$ cat src/rtl/smi_rx_mc_pkg.sv
// Shared constants for the SMI receive deframer: state codes, header bit
// positions and the bus-width to beats-per-sample relationship.
package smi_pkg;

    // Deframer states (one per byte lane of the 32-bit sample)
    localparam logic [1:0] S_B0 = 2'd0;
    localparam logic [1:0] S_B1 = 2'd1;
    localparam logic [1:0] S_B2 = 2'd2;
    localparam logic [1:0] S_B3 = 2'd3;

    // byte0 (header) bit positions
    localparam int HDR_START  = 0;
    localparam int HDR_CH_LSB = 1;
    localparam int HDR_CH_W   = 2;
    localparam int HDR_COND   = 5;
    localparam int HDR_MODEM  = 6;

    // byte2 bit0 must be clear; a set bit there marks a new header
    localparam int B2_MARK    = 0;

    localparam int WORD_W     = 32;

    // Bus beats that make up one 32-bit sample
    function automatic int beats_per_word(input int bus_w);
        return WORD_W / bus_w;
    endfunction

endpackage

$ cat src/rtl/smi_rx_mc_if.sv
// SMI write bus plus the per-channel FIFO push side of the receiver.
interface smi_rx_mc_if #(
    parameter int BUS_W  = 8,
    parameter int NUM_CH = 2
);
    logic              i_smi_swe_srw;
    logic [BUS_W-1:0]  i_smi_data_in;
    logic              o_smi_write_req;
    logic [NUM_CH-1:0] i_fifo_full;
    logic [NUM_CH-1:0] o_fifo_push;
    logic [31:0]       o_fifo_data;
    logic [NUM_CH-1:0] o_modem_ctrl;
    logic [NUM_CH-1:0] o_cond_ctrl;

    // Receiver side
    modport slave (
        input  i_smi_swe_srw, i_smi_data_in, i_fifo_full,
        output o_smi_write_req, o_fifo_push, o_fifo_data,
               o_modem_ctrl, o_cond_ctrl
    );

    // Host / FIFO side
    modport master (
        output i_smi_swe_srw, i_smi_data_in, i_fifo_full,
        input  o_smi_write_req, o_fifo_push, o_fifo_data,
               o_modem_ctrl, o_cond_ctrl
    );
endinterface

$ cat src/rtl/smi_rx_mc_strobe_sync.sv
// Brings the asynchronous SMI write strobe into the system clock domain and
// emits a one-cycle capture pulse with the data word seen at the strobe fall.
module smi_strobe_sync #(
    parameter int W = 8
) (
    input  logic         i_sys_clk,
    input  logic         swe_and_reset,
    input  logic         swe,
    input  logic [W-1:0] din,
    output logic         cap_vld,
    output logic [W-1:0] cap_data
);
    // s[0],s[1]: synchroniser; s[2]: previous synchronised level
    logic [2:0]   s;
    logic [W-1:0] d1, d2;

    // Strobe synchroniser with the data riding alongside; idle-high reset
    // keeps reset release from looking like a falling edge
    always_ff @(posedge i_sys_clk or negedge swe_and_reset) begin
        if (!swe_and_reset) begin
            s  <= 3'b111;
            d1 <= '0;
            d2 <= '0;
        end else begin
            s  <= {s[1:0], swe};
            d1 <= din;
            d2 <= d1;
        end
    end

    // Falling-edge detect registered together with the matching data word
    always_ff @(posedge i_sys_clk or negedge swe_and_reset) begin
        if (!swe_and_reset) begin
            cap_vld  <= 1'b0;
            cap_data <= '0;
        end else begin
            cap_vld  <= s[2] & ~s[1];
            cap_data <= d2;
        end
    end

endmodule

$ cat src/rtl/smi_rx_mc.sv
// SMI receive deframer: assembles 32-bit samples from SMI writes, checks the
// header/sync markers and pushes each sample into its channel FIFO.
module smi_rx_mc
    import smi_pkg::*;
#(
    parameter int BUS_W  = 8,
    parameter int NUM_CH = 2,
    parameter int CNT_W  = 16
) (
    input  logic             i_sys_clk,
    input  logic             swe_and_reset,
    smi_rx_mc_if.slave       bus,
    input  logic             i_cnt_clr,
    output logic [CNT_W-1:0] o_sync_err_cnt,
    output logic [CNT_W-1:0] o_ovf_cnt
);
    localparam int BEATS = beats_per_word(BUS_W);
    // state after an accepted header beat
    localparam logic [1:0] S_AFTER_HDR = (BEATS == 2) ? S_B2 : S_B1;

    logic             cap_vld;
    logic [BUS_W-1:0] cap_data;
    logic [1:0]       state, state_nxt;
    logic [31:0]      asm_q, asm_nxt;
    logic             done, hdr_err;
    logic [1:0]       ch;
    logic             ch_ok;
    logic [3:0]       full_pad, ch_oh;
    logic             push_ok, sync_inc, ovf_inc;

    smi_strobe_sync #(.W(BUS_W)) u_sync (
        .i_sys_clk     (i_sys_clk),
        .swe_and_reset (swe_and_reset),
        .swe           (bus.i_smi_swe_srw),
        .din           (bus.i_smi_data_in),
        .cap_vld       (cap_vld),
        .cap_data      (cap_data)
    );

    // Deframer next state and assembly register update, one beat at a time
    always_comb begin
        state_nxt = state;
        asm_nxt   = asm_q;
        done      = 1'b0;
        hdr_err   = 1'b0;
        if (cap_vld) begin
            case (state)
                S_B0: begin
                    if (cap_data[HDR_START]) begin
                        asm_nxt[BUS_W-1:0] = cap_data;
                        state_nxt          = S_AFTER_HDR;
                    end else begin
                        hdr_err = 1'b1;
                    end
                end
                S_B1: begin
                    asm_nxt[15:8] = cap_data[7:0];
                    state_nxt     = S_B2;
                end
                S_B2: begin
                    if (!cap_data[B2_MARK]) begin
                        asm_nxt[16 +: BUS_W] = cap_data;
                        if (BEATS == 2) begin
                            done      = 1'b1;
                            state_nxt = S_B0;
                        end else begin
                            state_nxt = S_B3;
                        end
                    end else begin
                        // lost alignment: this beat is the next header
                        hdr_err            = 1'b1;
                        asm_nxt[BUS_W-1:0] = cap_data;
                        state_nxt          = S_AFTER_HDR;
                    end
                end
                S_B3: begin
                    asm_nxt[31:24] = cap_data[7:0];
                    done           = 1'b1;
                    state_nxt      = S_B0;
                end
                default: state_nxt = S_B0;
            endcase
        end
    end

    // Channel routing and drop decisions for a completed sample
    always_comb begin
        full_pad               = '0;
        full_pad[NUM_CH-1:0]   = bus.i_fifo_full;
        ch                     = asm_nxt[HDR_CH_LSB +: HDR_CH_W];
        ch_ok                  = int'(ch) < NUM_CH;
        ch_oh                  = 4'b0001 << ch;
        push_ok                = done & ch_ok & ~full_pad[ch];
        ovf_inc                = done & ch_ok &  full_pad[ch];
        sync_inc               = hdr_err | (done & ~ch_ok);
    end

    // FSM state and shared assembly register
    always_ff @(posedge i_sys_clk or negedge swe_and_reset) begin
        if (!swe_and_reset) begin
            state <= S_B0;
            asm_q <= '0;
        end else begin
            state <= state_nxt;
            asm_q <= asm_nxt;
        end
    end

    // Push strobe, sample data and control flags; full is judged in the
    // completing cycle so the push leaves a flop cleanly
    always_ff @(posedge i_sys_clk or negedge swe_and_reset) begin
        if (!swe_and_reset) begin
            bus.o_fifo_push  <= '0;
            bus.o_fifo_data  <= '0;
            bus.o_modem_ctrl <= '0;
            bus.o_cond_ctrl  <= '0;
        end else begin
            bus.o_fifo_push <= '0;
            if (push_ok) begin
                bus.o_fifo_push  <= ch_oh[NUM_CH-1:0];
                bus.o_fifo_data  <= asm_nxt;
                bus.o_modem_ctrl <= (bus.o_modem_ctrl & ~ch_oh[NUM_CH-1:0]) |
                                    (ch_oh[NUM_CH-1:0] & {NUM_CH{asm_nxt[HDR_MODEM]}});
                bus.o_cond_ctrl  <= (bus.o_cond_ctrl & ~ch_oh[NUM_CH-1:0]) |
                                    (ch_oh[NUM_CH-1:0] & {NUM_CH{asm_nxt[HDR_COND]}});
            end
        end
    end

    // Host may write only while every channel FIFO has room
    always_ff @(posedge i_sys_clk or negedge swe_and_reset) begin
        if (!swe_and_reset) bus.o_smi_write_req <= 1'b0;
        else                bus.o_smi_write_req <= ~|bus.i_fifo_full;
    end

    // Sync error counter: saturating, clear has priority
    always_ff @(posedge i_sys_clk or negedge swe_and_reset) begin
        if (!swe_and_reset)                      o_sync_err_cnt <= '0;
        else if (i_cnt_clr)                      o_sync_err_cnt <= '0;
        else if (sync_inc && !(&o_sync_err_cnt)) o_sync_err_cnt <= o_sync_err_cnt + 1'b1;
    end

    // Overflow counter: saturating, clear has priority
    always_ff @(posedge i_sys_clk or negedge swe_and_reset) begin
        if (!swe_and_reset)                o_ovf_cnt <= '0;
        else if (i_cnt_clr)                o_ovf_cnt <= '0;
        else if (ovf_inc && !(&o_ovf_cnt)) o_ovf_cnt <= o_ovf_cnt + 1'b1;
    end

endmodule

$ cat src/flat_wrapper.sv
// flat-port wrapper written by rule: the top's interface ports become plain ports
module smi_rx_mc_flat import smi_pkg::*;
#(
    parameter int BUS_W  = 8,
    parameter int NUM_CH = 2,
    parameter int CNT_W  = 16
)
  (i_sys_clk, swe_and_reset, i_cnt_clr, o_sync_err_cnt, o_ovf_cnt, bus_i_smi_swe_srw, bus_i_smi_data_in, bus_i_fifo_full, bus_o_smi_write_req, bus_o_fifo_push, bus_o_fifo_data, bus_o_modem_ctrl, bus_o_cond_ctrl);
  smi_rx_mc_if #(.BUS_W(BUS_W), .NUM_CH(NUM_CH)) bus_i ();
  input  logic i_sys_clk;
  input  logic swe_and_reset;
  input  logic i_cnt_clr;
  output logic [CNT_W-1:0] o_sync_err_cnt;
  output logic [CNT_W-1:0] o_ovf_cnt;
  input wire logic [$bits(bus_i.i_smi_swe_srw)-1:0] bus_i_smi_swe_srw;
  input wire logic [$bits(bus_i.i_smi_data_in)-1:0] bus_i_smi_data_in;
  input wire logic [$bits(bus_i.i_fifo_full)-1:0] bus_i_fifo_full;
  output wire logic [$bits(bus_i.o_smi_write_req)-1:0] bus_o_smi_write_req;
  output wire logic [$bits(bus_i.o_fifo_push)-1:0] bus_o_fifo_push;
  output wire logic [$bits(bus_i.o_fifo_data)-1:0] bus_o_fifo_data;
  output wire logic [$bits(bus_i.o_modem_ctrl)-1:0] bus_o_modem_ctrl;
  output wire logic [$bits(bus_i.o_cond_ctrl)-1:0] bus_o_cond_ctrl;
  assign bus_i.i_smi_swe_srw = bus_i_smi_swe_srw;
  assign bus_i.i_smi_data_in = bus_i_smi_data_in;
  assign bus_i.i_fifo_full = bus_i_fifo_full;
  assign bus_o_smi_write_req = bus_i.o_smi_write_req;
  assign bus_o_fifo_push = bus_i.o_fifo_push;
  assign bus_o_fifo_data = bus_i.o_fifo_data;
  assign bus_o_modem_ctrl = bus_i.o_modem_ctrl;
  assign bus_o_cond_ctrl = bus_i.o_cond_ctrl;
  smi_rx_mc #(.BUS_W(BUS_W), .NUM_CH(NUM_CH), .CNT_W(CNT_W)) u_core (.i_sys_clk(i_sys_clk), .swe_and_reset(swe_and_reset), .bus(bus_i), .i_cnt_clr(i_cnt_clr), .o_sync_err_cnt(o_sync_err_cnt), .o_ovf_cnt(o_ovf_cnt));
endmodule
$ cat config.mk
export PLATFORM = sky130hd
export DESIGN_NAME = smi_rx_mc_flat
export DESIGN_NICKNAME = d
export VERILOG_FILES = /design/src/rtl/smi_rx_mc_pkg.sv /design/src/rtl/smi_rx_mc_if.sv /design/src/rtl/smi_rx_mc_strobe_sync.sv /design/src/rtl/smi_rx_mc.sv /design/src/flat_wrapper.sv
export SDC_FILE = /design/constraint.sdc
export NUM_CORES = 1
export LEC_CHECK = 0
export CORE_ASPECT_RATIO = 1.2
export CORE_UTILIZATION = 50
export DETAILED_ROUTE_END_ITERATION = 6
export HOLD_SLACK_MARGIN = 0.06
export PLACE_DENSITY = 0.81
export SYNTH_ARGS = -nofsm -noshare
export SYNTH_HDL_FRONTEND = slang
export SYNTH_HIERARCHICAL = 1
export SYNTH_SLANG_ARGS = --single-unit
export TNS_END_PERCENT = 10
$ cat constraint.sdc
create_clock -name i_sys_clk -period 4.02 [get_ports i_sys_clk]
set_input_delay 1.206 -clock i_sys_clk [delete_from_list [all_inputs] [get_ports i_sys_clk]]
set_output_delay 1.206 -clock i_sys_clk [all_outputs]
set_load 0.05 [all_outputs]
==> results.ini <==
[outcome]
status = complete, no violations

[drt]
drc_errors = 0
ant_nets = 0
drt_wl_total_um = 10300
vias_per_cell = 5.63
post_drt_wl_per_cell_um = 16.3
drt_pre_antenna_iters = 4
initialDrtViolationCount = 204
vias = 3547

[final_layout]
drive_gt1_frac = 0.251
finalNetCount = 504
finalInstanceArea_um2 = 6920
fin_cells = 630
antenna_cells = 0
area_growth_pct = 28.9

[setup_path]
path_buf_inv = 1
crit_type = flip-flop to output pin
reg2reg_to = u_core/o_ovf_cnt[13]
slowest_stage = clkdlybuf4s50_1
path_cells = clkdlybuf4s50_1
end_kind = output pin
critPathTopFamily = buffers and inverters
reg2reg_depth = 6
critical_path_depth = 1
worst_ep_arrival_time_ns = 1.72
r2r-start = u_core/u_sync/cap_vld
start_kind = flip-flop
worst-r2r-setup-slack_ns = 1.53
critPathMaxStageDelay_ns = 0.85
critPathMaxFanout = 8
worstPathRequired_ns = 2.81

[yosys]
yosysWarningCount = 6
async_reset_ff_frac = 1.00
synth_seq_cells = 133
synth.area.top_cells = dfrtp_1 (61%), mux2_2 (14%), or4_1 (2.4%)
yosysTopAreaCell = dfrtp_1
synth_cells = 398
synth_fp_nets = 414
syn_area_per_cell_um2 = 13.5
ys.flop_type = dfrtp_1
synth_edf_count = 0
ys_types = 51
synth.yosys.seq_area_share = 0.621
synth_area_um2 = 5370
synth_top_area_share = 0.606

[timing]
fin_tns_setup_ns = 0
skew_ns = 0.00695
slew_headroom = 0.282
final-setup-viol-count = 0
rsz0062_at_grt = no
finalHoldViolations = 0
final-max-slew-violation-count = 0
max_freq_mhz = 342
worstMarginPinSlew_ns = 1.06
fin_crit_sh = 0.728
fin_crit_ns = 2.93

[min_path]
min_to = u_core/u_sync/d2[2]
min_path_cells = 0
worstHoldStart = u_core/u_sync/d1[2]
min_path_type = flip-flop to flip-flop

[grt]
antenna_found_initial = 0
grt_start_max_net_pins = 134
grt_pass1_wl_um = 17000
grt_pass1_vias = 3554
grtUsageTotal = 0.202
grt_overflow_total = 0

[floorplanning]
io_pins = 85
start_util = 0.513
fp.dieW_um = 96.6
num_rows = 41
design.core.area_um2 = 10500
fp.dieH_um = 116
dieArea_um2 = 11200

[clock_tree]
ctsRootBufferMaster = clkbuf_16
hold_buffers = 0
clkTransAtPathRegs_ns = 0.06
cts_resized = 0
cts_buffer_depth = 2
cts_tree = done
post_cts_buffers = 0
clk_latency_ns = 0.41
cts_made_buffers = 17
ctsHtreeMaxLevel = 4
clock_sinks = 133

[pwr]
power_density_nw_per_um2 = 626
vdd_ir_drop_max_uv = 461
cellLeakagePower_uw = 0.00295

[placed_design]
portBuffers = 84
place_hpwl_um = 6590
dp.cells = 597
place_area_um2 = 6330
place_congestion = 0.753

[job]
maxCapViolations = 0

## power breakdown
| part | leakage, uW | switching [uW] | internal [uW] |
|---|---|---|---|
| logic | 0.000950 | 669 | 434 |
| registers | 0.00172 | 129 | 1610 |
| clock network | 0.000278 | 556 | 924 |
## state kept, by name, summed over array words and instances, names as in the netlist, named ones only
signal,count
u_core/u_sync/d1,8
u_core/u_sync/cap_data,8
u_core/u_sync/cap_vld,1
u_core/u_sync/s,3
u_core/u_sync/d2,8
u_core/asm_q,32
u_core/o_ovf_cnt,16
u_core/bus.o_fifo_push,2
u_core/bus.o_fifo_data,32
u_core/state,2
u_core/bus.o_smi_write_req,1
u_core/o_sync_err_cnt,16
## metrics by stage
step / hold WS (ns) / total power, uW / util / worst slack, ns
floorplan: 0.331 / 2490 / - / 1.59
global placement: 0.332 / 2820 / 0.605 / 0.513
detailed placement: 0.335 / 2860 / 0.605 / 0.424
CTS: 0.344 / 4360 / 0.660 / 0.836
global route: 0.349 / 4510 / 0.661 / 0.972
finish: 0.342 / 4330 / 0.661 / 1.09
## synthesized netlist by cell type (all sizes together) (2+ instances only)
| master | instances |
|---|---|
| a21oi | 25 |
| and4 | 3 |
| buf | 12 |
| clkbuf | 7 |
| dfrtp | 130 |
| dfstp | 3 |
| ha | 2 |
| inv | 7 |
| mux2 | 70 |
| nand2 | 16 |
| nand2b | 4 |
| nand3 | 12 |
| nand3b | 2 |
| nand4 | 7 |
| nand4b | 2 |
| nor2 | 14 |
| nor2b | 8 |
| nor3 | 5 |
| nor4 | 3 |
| o211ai | 2 |
| o21ai | 8 |
| o311ai | 3 |
| o31ai | 16 |
| o41ai | 4 |
| or3 | 3 |
| or3b | 2 |
| or4 | 18 |
| or4b | 2 |
## worst max-delay path by stage
stage	startpoint	endpoint
floorplan	bus_i_fifo_full[1]	u_core/o_ovf_cnt[6]
global placement	bus_i_fifo_full[0]	u_core/o_ovf_cnt[13]
detailed placement	bus_i_fifo_full[0]	u_core/o_ovf_cnt[13]
CTS	bus_i_fifo_full[0]	u_core/o_ovf_cnt[13]
global route	bus_i_fifo_full[0]	u_core/o_ovf_cnt[13]
finish	u_core/o_ovf_cnt[7]	o_ovf_cnt[7]
## cell type report
cell class	count	area (um2)
Fill cell	775	3550
Sequential cell	133	3330
Multi-Input combinational cell	239	1920
Timing Repair Buffer	90	903
Clock buffer	19	443
Tap cell	129	161
Clock inverter	13	134
Inverter	7	26.3
## layer usage
metal	track usage	wire [um]
met4	0.0775	111
met3	0.0722	510
met2	0.320	5190
met5	0	0
met1	0.255	4480
## worst register-to-register path, cell delays in order, from the launching register on
cell      delay [ns]
dfrtp_1         0.59
nand3b_4        0.27
a21boi_4        0.23
nor2_1          0.53
buf_6           0.24
and4b_1         0.21
mux2_1          0.30
## cell usage in the layout, fill, tap and decap left out, types with 4 or more instances in the layout
master / n
nand4_1: 6
a21oi_1: 24
clkdlybuf4s50_1: 83
nand3_1: 12
or4_1: 17
nor2b_1: 7
buf_4: 4
dfrtp_1: 130
inv_1: 7
nor2_1: 14
nand2_1: 16
clkbuf_16: 17
o31ai_1: 16
o41ai_1: 4
clkinv_2: 5
mux2_2: 67
o21ai_0: 6
## cells by family (layout without fill, tap and decap cells)
logic type | after synthesis | count (layout) | synth area share
DFF | 133 | 133 | 0.621
and+or+nand+nor | 107 | 107 | 0.128
muxes | 70 | 70 | 0.148
AOI/OAI and AO/OA | 60 | 60 | 0.0730
buffers and inverters | 26 | 129 | 0.0256
adders and majority gates | 2 | 2 | 0.00466
Note: power is estimated with default switching activity, not from simulation.
